--- config.mk ---
export PLATFORM = sky130hd
export DESIGN_NAME = ex_div
export DESIGN_NICKNAME = d
export VERILOG_FILES = /design/src/rtl/ex_div.sv
export SDC_FILE = /design/constraint.sdc
export NUM_CORES = 1
export LEC_CHECK = 0
export CAP_MARGIN = 20
export CORE_ASPECT_RATIO = 0.8
export CORE_UTILIZATION = 52
export CTS_CLUSTER_SIZE = 8
export DETAILED_ROUTE_END_ITERATION = 8
export PLACE_DENSITY = 0.84
export SLEW_MARGIN = 20
export SYNTH_ARGS = -nofsm -noshare
export SYNTH_HDL_FRONTEND = slang
export SYNTH_SLANG_ARGS = --single-unit
--- constraint.sdc ---
create_clock -name clk -period 4.9 [get_ports clk]
set_clock_uncertainty 0.2 [all_clocks]
set_input_delay 1.47 -clock clk [delete_from_list [all_inputs] [get_ports clk]]
set_output_delay 1.47 -clock clk [all_outputs]
set_load 0.02 [all_outputs]
--- src/rtl/ex_div.sv ---
// Iterative restoring divider for DIV/DIVU in the execute stage.
// Produces one quotient bit per cycle; result_o = {remainder, quotient}.
module ex_div #(
  parameter int DATA_W = 32,
  parameter int CNT_W  = 6
) (
  input  logic                  clk,
  input  logic                  rst,
  input  logic                  signed_div_i,
  input  logic [DATA_W-1:0]     opdata1_i,
  input  logic [DATA_W-1:0]     opdata2_i,
  input  logic                  start_i,
  input  logic                  annul_i,
  output logic [2*DATA_W-1:0]   result_o,
  output logic                  ready_o
);

  typedef enum logic [1:0] {
    S_FREE   = 2'd0,
    S_BYZERO = 2'd1,
    S_ON     = 2'd2,
    S_END    = 2'd3
  } state_t;

  state_t                r_state;
  state_t                w_state_nxt;
  logic [CNT_W-1:0]      r_cnt;
  logic [DATA_W-1:0]     r_rem;
  logic [DATA_W-1:0]     r_quo;
  logic [DATA_W-1:0]     r_dvs;
  logic                  r_neg_q;
  logic                  r_neg_r;
  logic [2*DATA_W-1:0]   r_result;
  logic                  r_ready;

  logic [CNT_W-1:0]      w_cnt_nxt;
  logic [DATA_W-1:0]     w_rem_nxt;
  logic [DATA_W-1:0]     w_quo_nxt;
  logic [DATA_W-1:0]     w_dvs_nxt;
  logic                  w_neg_q_nxt;
  logic                  w_neg_r_nxt;
  logic [2*DATA_W-1:0]   w_result_nxt;
  logic                  w_ready_nxt;

  logic [DATA_W:0]       w_shift;
  logic [DATA_W:0]       w_diff;
  logic [DATA_W-1:0]     w_rem_step;
  logic [DATA_W-1:0]     w_quo_step;
  logic                  w_last;

  function automatic logic [DATA_W-1:0] magnitude(input logic [DATA_W-1:0] v, input logic sg);
    magnitude = (sg && v[DATA_W-1]) ? (~v + {{(DATA_W-1){1'b0}}, 1'b1}) : v;
  endfunction

  function automatic logic [DATA_W-1:0] apply_sign(input logic [DATA_W-1:0] v, input logic neg);
    apply_sign = neg ? (~v + {{(DATA_W-1){1'b0}}, 1'b1}) : v;
  endfunction

  assign w_shift    = {r_rem, r_quo[DATA_W-1]};
  assign w_diff     = w_shift - {1'b0, r_dvs};
  assign w_rem_step = w_diff[DATA_W] ? w_shift[DATA_W-1:0] : w_diff[DATA_W-1:0];
  assign w_quo_step = {r_quo[DATA_W-2:0], ~w_diff[DATA_W]};
  // The final quotient bit and the sign fixup share one edge to keep latency at DATA_W+1.
  assign w_last     = (r_cnt == CNT_W'(DATA_W - 1));

  // State register
  always_ff @(posedge clk) begin
    if (rst) begin
      r_state <= S_FREE;
    end else begin
      r_state <= w_state_nxt;
    end
  end

  // Next-state decode; annul has priority over start in FREE, BYZERO and ON
  always_comb begin
    w_state_nxt = r_state;
    case (r_state)
      S_FREE: begin
        if (start_i && !annul_i) begin
          w_state_nxt = (opdata2_i == {DATA_W{1'b0}}) ? S_BYZERO : S_ON;
        end else begin
          w_state_nxt = S_FREE;
        end
      end
      S_BYZERO: begin
        if (annul_i) begin
          w_state_nxt = S_FREE;
        end else begin
          w_state_nxt = S_END;
        end
      end
      S_ON: begin
        if (annul_i) begin
          w_state_nxt = S_FREE;
        end else if (w_last) begin
          w_state_nxt = S_END;
        end else begin
          w_state_nxt = S_ON;
        end
      end
      S_END: begin
        if (start_i) begin
          w_state_nxt = S_END;
        end else begin
          w_state_nxt = S_FREE;
        end
      end
      default: w_state_nxt = S_FREE;
    endcase
  end

  // Datapath and output next values
  always_comb begin
    w_cnt_nxt    = r_cnt;
    w_rem_nxt    = r_rem;
    w_quo_nxt    = r_quo;
    w_dvs_nxt    = r_dvs;
    w_neg_q_nxt  = r_neg_q;
    w_neg_r_nxt  = r_neg_r;
    w_result_nxt = {(2*DATA_W){1'b0}};
    w_ready_nxt  = 1'b0;
    case (r_state)
      S_FREE: begin
        if (start_i && !annul_i && (opdata2_i != {DATA_W{1'b0}})) begin
          w_cnt_nxt   = {CNT_W{1'b0}};
          w_rem_nxt   = {DATA_W{1'b0}};
          w_quo_nxt   = magnitude(opdata1_i, signed_div_i);
          w_dvs_nxt   = magnitude(opdata2_i, signed_div_i);
          w_neg_q_nxt = signed_div_i & (opdata1_i[DATA_W-1] ^ opdata2_i[DATA_W-1]);
          w_neg_r_nxt = signed_div_i & opdata1_i[DATA_W-1];
        end else begin
          w_cnt_nxt   = {CNT_W{1'b0}};
        end
      end
      S_BYZERO: begin
        if (annul_i) begin
          w_ready_nxt = 1'b0;
        end else begin
          w_ready_nxt = 1'b1;
        end
      end
      S_ON: begin
        if (annul_i) begin
          w_cnt_nxt = {CNT_W{1'b0}};
        end else begin
          w_cnt_nxt = r_cnt + CNT_W'(1);
          w_rem_nxt = w_rem_step;
          w_quo_nxt = w_quo_step;
          if (w_last) begin
            w_result_nxt = {apply_sign(w_rem_step, r_neg_r), apply_sign(w_quo_step, r_neg_q)};
            w_ready_nxt  = 1'b1;
          end else begin
            w_ready_nxt  = 1'b0;
          end
        end
      end
      S_END: begin
        if (start_i) begin
          w_result_nxt = r_result;
          w_ready_nxt  = 1'b1;
        end else begin
          w_ready_nxt  = 1'b0;
        end
      end
      default: begin
        w_cnt_nxt = {CNT_W{1'b0}};
      end
    endcase
  end

  // Datapath and registered outputs
  always_ff @(posedge clk) begin
    if (rst) begin
      r_cnt    <= {CNT_W{1'b0}};
      r_rem    <= {DATA_W{1'b0}};
      r_quo    <= {DATA_W{1'b0}};
      r_dvs    <= {DATA_W{1'b0}};
      r_neg_q  <= 1'b0;
      r_neg_r  <= 1'b0;
      r_result <= {(2*DATA_W){1'b0}};
      r_ready  <= 1'b0;
    end else begin
      r_cnt    <= w_cnt_nxt;
      r_rem    <= w_rem_nxt;
      r_quo    <= w_quo_nxt;
      r_dvs    <= w_dvs_nxt;
      r_neg_q  <= w_neg_q_nxt;
      r_neg_r  <= w_neg_r_nxt;
      r_result <= w_result_nxt;
      r_ready  <= w_ready_nxt;
    end
  end

  assign result_o = r_result;
  assign ready_o  = r_ready;

endmodule

## Yosys cells after proc, flatten, opt, wreduce, memory -nomap -nowiden

Index checks and enable logic that the tools add are counted.

| operators by class | value |
|---|---|
| bitwise operators | 8 |
| mux-type cells | 29 |
| equal/unequal tests | 7 |
| add/sub/neg operators | 6 |
| reductions and logical operators | 11 |

Operators by type and width:

| operator | number |
|---|---|
| $mux W32 | 9 |
| $mux W64 | 3 |
| $add A32 B1 Y32 const B | 4 |
| $not A32 Y32 | 4 |
| $pmux W32 S2 | 2 |
| $pmux W64 S2 | 1 |
| $sub A33 B32 Y33 | 1 |
| $logic_not A32 Y1 | 1 |
| $reduce_bool A32 Y1 | 1 |
| $pmux W6 S2 | 1 |
| $mux W2 | 5 |
| $pmux W2 S4 | 1 |
| $add A6 B1 Y6 const B | 1 |
| $eq A6 B5 Y1 const B | 1 |
| $mux W6 | 1 |
| $ne A2 B2 Y1 const B | 3 |
| $mux W1 | 5 |
| $eq A2 B2 Y1 const B | 2 |
| $logic_and A1 B1 Y1 | 4 |
| $pmux W1 S3 | 1 |
| $reduce_and A3 Y1 | 1 |
| $and A1 B1 Y1 | 2 |
| $eq A2 B1 Y1 const B | 1 |
| $logic_not A2 Y1 | 1 |
| 5 further kinds | 5 |

| word-level totals | value |
|---|---|
| logic and storage cells | 70 |
| output and inout bits | 65 |
| bits in registers | 171 |
| input port bits | 69 |

## Longest topological paths before layout

| logic depth | value |
|---|---|
| depth in word-level cells | 8 |
| depth in mapped cells | 24 |
| depth with buffers taken out | 21 |

## Least setup slack after synthesis

Ideal clock, no wire load.

| timing | value |
|---|---|
| kind | reg-to-reg |
| start | register r_quo[31] |
| end | register r_result[56], in the netlist result_o[56] |
| setup slack | 0.164 ns |
| cell stages (with the launch flop) | 22 |
| data required time | 4.626 ns |
| buffers on the path | 3 |
| arrival | 4.461 ns |
| library setup time | 0.074 ns |
| period minus slack after synthesis | 4.736 ns |
| cells stage by stage | dfxtp_1 > inv_1 > ha_1 > inv_1 > fa_1 > a211oi_2 > o211ai_1 > a22oi_1 > a211oi_2 > o21a_2 > nor2_4 > buf_2 > buf_2 > buf_2 > mux2i_1 > ha_1 > inv_1 > a21o_1 > nor4_1 > a41oi_1 > xor2_1 > o21ai_0 |

| between the ends | value |
|---|---|
| cells in the longest elaborated chain, start to end | 8 |

Ends and longest elaborated chain:

| element | line | RTL |
|---|---|---|
| from (decl) | 29 | `logic [DATA_W-1:0] r_quo;` |
| from (signal assigned) | 177 | `r_quo <= {DATA_W{1'b0}};` |
| from (signal assigned) | 186 | `r_quo <= w_quo_nxt;` |
| $sub A33 B32 Y33 | 60 | `assign w_diff = w_shift - {1'b0, r_dvs};` |
| $mux W32 (*) | 61 | `assign w_rem_step = w_diff[DATA_W] ? w_shift[DATA_W-1:0] : w_diff[DATA_W-1:0];` |
| $not A32 Y32 | 56 | `apply_sign = neg ? (~v + {{(DATA_W-1){1'b0}}, 1'b1}) : v;` |
| $add A32 B1 Y32 | 56 |  |
| $mux W32 (*) | 56 |  |
| $mux W64 (*) | 150 | `if (w_last) begin` |
| $mux W64 (*) | 144 | `if (annul_i) begin` |
| $pmux W64 S2 (*) | 123 | `case (r_state)` |
| to (signal assigned) | 181 | `r_result <= {(2*DATA_W){1'b0}};` |
| to (signal assigned) | 190 | `r_result <= w_result_nxt;` |
| to (decl) | 33 | `logic [2*DATA_W-1:0] r_result;` |

Every way passes the cells marked *; elsewhere a longest branch is shown, timed or not.
A chain may end at the register's enable or synchronous reset.

## Worst setup path in the final report

| timing | value |
|---|---|
| start | input opdata2_i[2] |
| end | register r_quo[28] |

| between the ends | value |
|---|---|
| cells in the longest elaborated chain, start to end | 4 |

Ends and longest elaborated chain:

| element | line | RTL |
|---|---|---|
| from (decl) | 11 | `input logic [DATA_W-1:0] opdata2_i,` |
| $reduce_bool A32 Y1 | 125 | `if (start_i && !annul_i && (opdata2_i != {DATA_W{1'b0}})) begin` |
| $logic_and A1 B1 Y1 | 125 |  |
| $ne A2 B2 Y1 (no source line) | -- |  |
| $reduce_and A3 Y1 (no source line) | -- |  |

Every way passes these cells.

==> flow_summary.ini <==
[logic_synthesis]
ys_seq_area_share_pct = 29.2
synth_warnings = 0
synth_seq_cells = 171
synth_commonest_cells = 253 x nor2_1, 171 x dfxtp_1, 130 x nand2_1
synth_edf_count = 0
synth_top_area_share_pct = 29.2
yosysMostFrequentCell = nor2_1
synth_top_area_cell = dfxtp_1
ys.flop_type = dfxtp_1
synthCells = 1559
syn-cell-area_um2 = 11700
synthesis.nets = 1666
syn-mean-instance-area_um2 = 7.53
synthDistinctLibCells = 83
synth_area_leaders = dfxtp_1 29%, nor2_1 8.1%, xnor2_1 5.8%
synthArstFlopShare_pct = 0

[cells_and_area]
design_area_um2 = 14100
final_util_pct = 64.5
final_cell_count_no_fill = 1981
drive_gt1_share_pct = 7.85
syn_to_final_growth_pct = 20.1
diodes = 0
nNetsFinal = 1775

[clock_tree]
cts.sink_count = 171
clockRootBuffer = clkbuf_16
clk_latency_ps = 450
clk_pin_slew_ps = 80
cts_tree = done
hold_buffers = 0
cts_max_level = 4
cts_buffers = 17
clockBufferDepth = 2
post-cts-setup-buffers = 0

[timing]
hold_viol_final = 0
setup_violations = 0
grt_setup_unrepaired = no
drv_slew = 0
fmax_mhz = 214
finalWorstSetupSlack_ps = 238
whs_ps = 249
tns_ps = 0
period_share_pct = 95.1
tightestPinTransition_ps = 1070
period_minus_slack_ps = 4660
slew_headroom_pct = 27.6

[power_and_ir_drop]
powerDensity_nw_per_um2 = 261
p_int_mw = 2.45
swShare_pct = 33.4
p_clk_share_pct = 37.0
max-vdd-ir-drop_mv = 0.252
switching_power_mw = 1.23
p_leak_nw = 5.25
comb_power_share_pct = 23.0
totalPowerFinal_mw = 3.67
pwr-share-seq_pct = 40.0

[global_route]
grt_pass1_wl_um = 54900
grt_max_degree = 66
track_usage_pct = 29.9
antenna_found_initial = 0
grt_pass1_vias = 10400
gr-total-overflow = 0

[setup_path]
timing_worst_setup_path_type = in -> reg
critPathCapture = r_quo[28]$_SDFFE_PP0P_
worstRegToRegCells = 13
reg2reg_from = r_dvs[1]$_SDFFE_PP0P_
path_common_cell = or4_4
arrival_ps = 4780
crit_cells = 13
crit_path_start = opdata2_i[2]
critPathCaptureType = flop
worstPathRequired_ps = 5020
rrSetupSlack_ps = 310
crit_fanout = 31
cp-start-kind = input pin
critical_path.top_delay_family = simple AND/OR/NAND/NOR gates
path_cells = clkdlybuf4s50_1 -> or4_1 -> nor2_2 -> and3_4 -> nand2_2 -> or4_4 -> or4_4 -> and2_1 -> nor2_8 -> buf_12 -> a211oi_1 -> a21oi_1 -> nor2_1
cpPeakStageDelay_ps = 560
r2r-end = result_o[62]$_SDFFE_PP0N_
path_buf_inv = 2
crit_slowest_cell = or4_1

[routing]
routed_wl_um = 35000
vias = 12000
first_pass_iters = 6
ant_nets = 0
drc = 0
wire_per_inst_um = 17.6
drt_first_iter_violations = 1266
viasPerCell = 6.06

[worst_hold_path]
hold_depth = 2
hold_class = reg -> reg
min_from = result_o[58]$_SDFFE_PP0N_

[run_status]
status = complete, no violations

[placed_design]
place_area_um2 = 13500
gp_congestion = 0.933
dp_slack_ps = -197
dpl.hpwl_um = 26200
placed_cells = 1949
portBuffers = 133

[die]
die_w_um = 170
pin_count = 134
placementRows = 48
die_y_um = 136
start_util_pct = 53.7
coreArea_um2 = 21900
dieArea_um2 = 23200

[flow_run]
max_cap_violations = 0
-- flip-flops by register name, summed over array words and instances, names as in the netlist --
| name | cells |
|---|---|
| result_o | 64 |
| r_cnt | 6 |
| r_neg_q | 1 |
| r_neg_r | 1 |
| r_rem | 32 |
| ready_o | 1 |
| r_state | 2 |
| r_quo | 32 |
| r_dvs | 32 |
-- timing repair --
item / CTS / global route
gates resized for setup: 0 / 5
endpoints found under the hold margin: 0 / 0
endpoints found under the setup margin: 0 / 8
-- power by group through the flow --
stage          clock (mW)  combinational, mW  sequential (mW)
2_1_floorplan           0              0.564             1.49
3_3_place_gp            0              0.797             1.50
3_5_place_dp            0              0.814             1.50
4_1_cts              1.37              0.821             1.47
5_1_grt              1.43              0.917             1.48
6_report             1.36              0.844             1.47
-- worst min-delay path, stage by stage, from the launching register on --
cell     delay [ps]
dfxtp_1         310
nand2_1          50
o21ai_1          50
-- cell type report --
| type | count | area, um^2 |
|---|---|---|
| Fill cell | 1910 | 7760 |
| Clock inverter | 15 | 171 |
| Clock buffer | 17 | 425 |
| Sequential cell | 171 | 3420 |
| Timing Repair Buffer | 190 | 1820 |
| Tap cell | 300 | 375 |
| Multi-Input combinational cell | 1234 | 7680 |
| Inverter | 54 | 203 |
-- how the worst min path moves through the flow --
stage | end | slack, ps
2_1_floorplan | r_dvs[0]$_SDFFE_PP0P_ | 240
3_3_place_gp | result_o[61]$_SDFFE_PP0N_ | 240
3_5_place_dp | result_o[56]$_SDFFE_PP0N_ | 240
4_1_cts | result_o[58]$_SDFFE_PP0N_ | 260
5_1_grt | result_o[48]$_SDFFE_PP0N_ | 280
6_report | result_o[58]$_SDFFE_PP0N_ | 250
-- layout by cell type (no fill, tap or decap), types with 13 or more instances in the layout --
| cell type | instances |
|---|---|
| clkdlybuf4s50_1 | 132 |
| a21oi_1 | 113 |
| a31oi_1 | 40 |
| xnor2_1 | 78 |
| a211oi_1 | 68 |
| buf_4 | 53 |
| o21ai_0 | 97 |
| a22oi_1 | 33 |
| or3_1 | 16 |
| nor4_1 | 16 |
| o31ai_1 | 22 |
| nor3_1 | 30 |
| nand2_1 | 129 |
| or4_1 | 13 |
| dfxtp_1 | 170 |
| inv_1 | 53 |
| xor2_1 | 54 |
| mux2i_1 | 21 |
| ha_1 | 36 |
| nand2b_1 | 13 |
| nor2_1 | 253 |
| nand3_1 | 16 |
| a21o_1 | 13 |
| clkbuf_16 | 17 |
-- metal layers --
metal,vias to the layer above,routed length [um],track usage [%]
met4,0,386,7.46
met5,-,0,0
met2,560,14500,42.9
met1,5559,16500,44.8
li1,5843,-,-
met3,35,3540,6.17
-- logic make-up after synthesis --
family	count (synthesis)	synth area share (%)
buffers and inverters	154	5.64
muxes	25	2.16
adders and majority gates	38	4.11
and+or+nand+nor	552	21.7
DFF	171	29.2
xor gates and xnor gates	132	9.85
AOI/OAI and AO/OA	487	27.4
Note: power is estimated with default switching activity, not from simulation.
